**config.mk**
```make
export PLATFORM = sky130hd
export DESIGN_NAME = rr_arbiter8
export DESIGN_NICKNAME = d
export VERILOG_FILES = /design/src/rtl/rr_arbiter8.sv
export SDC_FILE = /design/constraint.sdc
export NUM_CORES = 1
export LEC_CHECK = 0
export CORE_UTILIZATION = 30
export CTS_CLUSTER_DIAMETER = 120
export DETAILED_ROUTE_END_ITERATION = 16
export GPL_ROUTABILITY_DRIVEN = 0
export PLACE_DENSITY = 0.49
export SLEW_MARGIN = 10
export SYNTH_ARGS = -nofsm -noshare
export SYNTH_HDL_FRONTEND = slang
export SYNTH_SLANG_ARGS = --single-unit
```
**constraint.sdc**
```tcl
create_clock -name clk -period 13.01 [get_ports clk]
set_input_delay 1.301 -clock clk [delete_from_list [all_inputs] [get_ports clk]]
set_output_delay 1.301 -clock clk [all_outputs]
set_load 0.01 [all_outputs]
```
**src/rtl/rr_arbiter8.sv**
```systemverilog
// 8-way round-robin arbiter with a registered one-hot grant held under valid/ready.
// Optional GNT_IDX_EN adds a registered binary index output gnt_idx.
module rr_arbiter8 #(
  parameter int N     = 8,
  parameter int IDX_W = 3
) (
  input  logic             clk,
  input  logic             rst,
  input  logic [N-1:0]     req,
  input  logic             gnt_ready,
  output logic [N-1:0]     gnt,
  output logic             gnt_valid
`ifdef GNT_IDX_EN
  ,
  output logic [IDX_W-1:0] gnt_idx
`endif
);

  localparam logic [0:0] IDLE  = 1'b0;
  localparam logic [0:0] GRANT = 1'b1;

  logic [0:0]       state;
  logic [IDX_W-1:0] ptr;
  logic [IDX_W-1:0] cur_idx;
  logic [IDX_W-1:0] base;
  logic [IDX_W-1:0] win_idx;
  logic [IDX_W-1:0] k;
  logic [N-1:0]     win_oh;
  logic             found;
  logic             accept;
  logic             any_req;

  assign accept  = (state == GRANT) && gnt_valid && gnt_ready;
  assign any_req = |req;

  // Index of the live grant, decoded from the one-hot register.
  always_comb begin
    cur_idx = '0;
    for (int unsigned i = 0; i < N; i++) begin
      if (gnt[i]) cur_idx = IDX_W'(i);
    end
  end

  // On accept the search starts just past the grant being retired.
  always_comb begin
    base    = accept ? (cur_idx + IDX_W'(1)) : ptr;
    win_idx = '0;
    found   = 1'b0;
    k       = '0;
    for (int unsigned i = 0; i < N; i++) begin
      k = base + IDX_W'(i);
      if (!found && req[k]) begin
        found   = 1'b1;
        win_idx = k;
      end
    end
    win_oh          = '0;
    win_oh[win_idx] = 1'b1;
  end

  always_ff @(posedge clk or posedge rst) begin
    if (rst) begin
      state     <= IDLE;
      gnt       <= '0;
      gnt_valid <= 1'b0;
      ptr       <= '0;
`ifdef GNT_IDX_EN
      gnt_idx   <= '0;
`endif
    end else begin
      case (state)
        IDLE: begin
          if (any_req) begin
            gnt       <= win_oh;
            gnt_valid <= 1'b1;
            state     <= GRANT;
`ifdef GNT_IDX_EN
            gnt_idx   <= win_idx;
`endif
          end
        end
        GRANT: begin
          if (accept) begin
            ptr <= cur_idx + IDX_W'(1);
            if (any_req) begin
              gnt       <= win_oh;
              gnt_valid <= 1'b1;
`ifdef GNT_IDX_EN
              gnt_idx   <= win_idx;
`endif
            end else begin
              gnt       <= '0;
              gnt_valid <= 1'b0;
              state     <= IDLE;
`ifdef GNT_IDX_EN
              gnt_idx   <= '0;
`endif
            end
          end
        end
        default: begin
          state     <= IDLE;
          gnt       <= '0;
          gnt_valid <= 1'b0;
        end
      endcase
    end
  end

endmodule

```
==> results.yml <==
clocking:
  clock-root-buffer: "clkbuf_8"
  path_clk_slew_ps: 50
  clkLatencyLatePin_ps: 240
  postCtsHoldBufs: 0
  cts_sinks: 13
  cts_tree: "yes"
  post_cts_buffers: 0
  h-tree-depth: 1
  cts_buffer_depth: 2
  cts_resized: 0
  cts_buffers: 3
worst_setup_path:
  crit_path_start_kind: "input port"
  critPathMaxFanout: 20
  slowest_delay_ps: 580
  cp_slowest_cell: "clkdlybuf4s50_1"
  crit_arrival_ps: 5640
  timing_worst_setup_path_type: "input port to flip-flop"
  r2r-end: "gnt[4]"
  r2r_slack_ps: 7790
  critPathTopFamily: "compound AO/OA/AOI/OAI gates"
  reg2regPathDepth: 16
  end_kind: "flip-flop"
  r2r_start: "gnt[5]"
  cp_num_buf_inv: 3
  cp-startpoint: "gnt_ready"
  crit_path_cell_trace: "clkdlybuf4s50_1 -> and4_1 -> a21o_2 -> inv_2 -> ha_1 -> inv_1 -> o221a_2 -> a22oi_1 -> mux2i_1 -> a221o_1 -> a311oi_1 -> o211ai_1 -> o31ai_1"
  worstPathRequired_ps: 13160
logic_synthesis:
  ys.flop_type: "dfrtp_1"
  async_flop_share: 1.000
  yosysSeqAreaShare: 0.1616
  synthCells: 252
  synth_edf_count: 0
  synth_top_area_frac: 0.1616
  ys_types: 68
  postSynthAreaPerCell_um2: 7.989
  synth.net_count: 266
  synthTopCellsByArea: "dfrtp_1 16%, mux2i_1 12%, nand2_1 5.8%"
  ys_warn_count: 0
  yosysTopAreaCell: "dfrtp_1"
  synth-seq-cells: 13
  syn_area_mm2: 0.002013
detailed_routing:
  ant_nets: 0
  via_count: 2064
  drt-total-wl_um: 6441
  drc: 4
  wl_per_cell_um: 19.28
  vias_per_cell: 6.180
  dr.pass1.iters: 11
  drtIter0Drc: 181
sta:
  slew_viol_final: 0
  period_share: 0.4221
  hold_violations: 0
  hold-worst-slack_ps: 496.7
  rsz0062_at_grt: "false"
  slew_headroom: 0.5000
  setup_viol: 0
  worst_slew_pin_slew_ps: 745.4
  setup_tns_ps: 0
  fin_ws_ps: 7518
  fin_skew_ps: 2.544
  max_freq_ghz: 0.1821
  fin_crit_ps: 5492
cells_and_area:
  stdcell_count: 334
  nets: 272
  syn_to_final_growth_pct: 12.12
  mostFrequentLayoutCells: "31 x nand2_1, 25 x mux2i_1, 19 x clkdlybuf4s50_1"
  mostFrequentLayoutCell: "nand2_1"
  n_antenna_cell: 0
  drive_gt1_frac: 0.1206
floorplanning:
  chipWidth_um: 83.92
  core_mm2: 0.006422
  die_area_mm2: 0.007043
  row_count: 29
  die_y_um: 83.92
  start_util: 0.3135
  boundaryPins: 20
placement:
  place_inst: 330
  place_ws_ps: 7334
  io_buffers: 19
  dp_hpwl_um: 4746
global_routing:
  grt_pass1_vias: 1985
  grt_max_degree: 22
  grt_pass1_wl_um: 10520
  grt-ovfl-total: 0
  antenna_found_initial: 0
  gr-usage-all-layers: 0.1865
worst_hold_path:
  min_to: "gnt[0]"
  hp-class: "flip-flop to flip-flop"
  min_from: "gnt[0]"
  holdPathStages: 2
flow_run:
  cap_violations: 0
status:
  status: "complete, but fails checks"
  violations: "DRC"
registers in the layout, summed over array words and instances (netlist names):
| register | flops |
|---|---|
| gnt | 8 |
| gnt_valid | 1 |
| ptr | 3 |
| state | 1 |
per-stage QoR:
stage	utilization	area, um^2
after global routing	0.3515	2257
final	0.3515	2257
after floorplan	-	2013
after global placement	0.3444	2212
after CTS	0.3515	2257
after detailed placement	0.3444	2212
worst max path at each step:
stage,to,depth (start not counted)
floorplan,gnt[0],15
global placement,gnt[6],13
detailed placement,gnt[4],13
CTS,gnt[4],13
global route,gnt[6],13
finish,gnt[4],13
cells by family after synthesis:
| logic type | count (synthesis) | share of synthesized area |
|---|---|---|
| adders and majority gates | 3 | 0.01865 |
| and+or+nand+nor | 88 | 0.2399 |
| AOI/OAI and AO/OA | 87 | 0.3393 |
| muxes | 32 | 0.1765 |
| DFF | 13 | 0.1616 |
| buffers and inverters | 29 | 0.06401 |
final cells by class:
cell class              instances  area, um^2
fillers                       671        4165
repair buffers                 19       190.2
flip-flops and latches         13       325.3
inverters                      11       41.29
clock buffers                   4       45.04
multi-input cells             210        1559
well taps                      77       96.34
synthesized netlist by cell type, drive strengths merged, types with 2 or more instances:
library cell	n
nand2	31
mux2i	25
nor2	15
dfrtp	13
o31ai	13
clkbuf	12
a21oi	11
inv	11
nor3	10
a211oi	7
nand3	7
o211ai	7
buf	6
o21ai	6
a21o	5
mux2	5
a2111oi	4
a221oi	4
and2	4
nor4	4
or2	4
a31oi	3
ha	3
a22oi	2
a311oi	2
and3	2
and4	2
and4b	2
mux4	2
nand4	2
o21a	2
o221a	2
o22ai	2
o31a	2
o32a	2
or4	2
layer usage:
metal | share of wire | GRT usage | vias up
li1 | - | - | 1002
met1 | 0.48 | 0.2639 | 981
met2 | 0.46 | 0.2899 | 72
met3 | 0.052 | 0.02671 | 9
met4 | 0.016 | 0.05956 | 0
met5 | 0 | 0 | -
worst register-to-register path, stage by stage (launching register included):
cell,delay (ps)
dfrtp_1,460
nor2_1,210
a221oi_4,140
or2_2,310
ha_1,270
and4_1,280
a21o_2,430
inv_2,200
ha_1,580
inv_1,260
o221a_2,190
a22oi_1,340
mux2i_1,240
a221o_1,460
a311oi_1,280
o211ai_1,230
o31ai_1,250
Power is not shown: default switching activity piles up to over one toggle a cycle in this logic, so the estimate is an artifact.
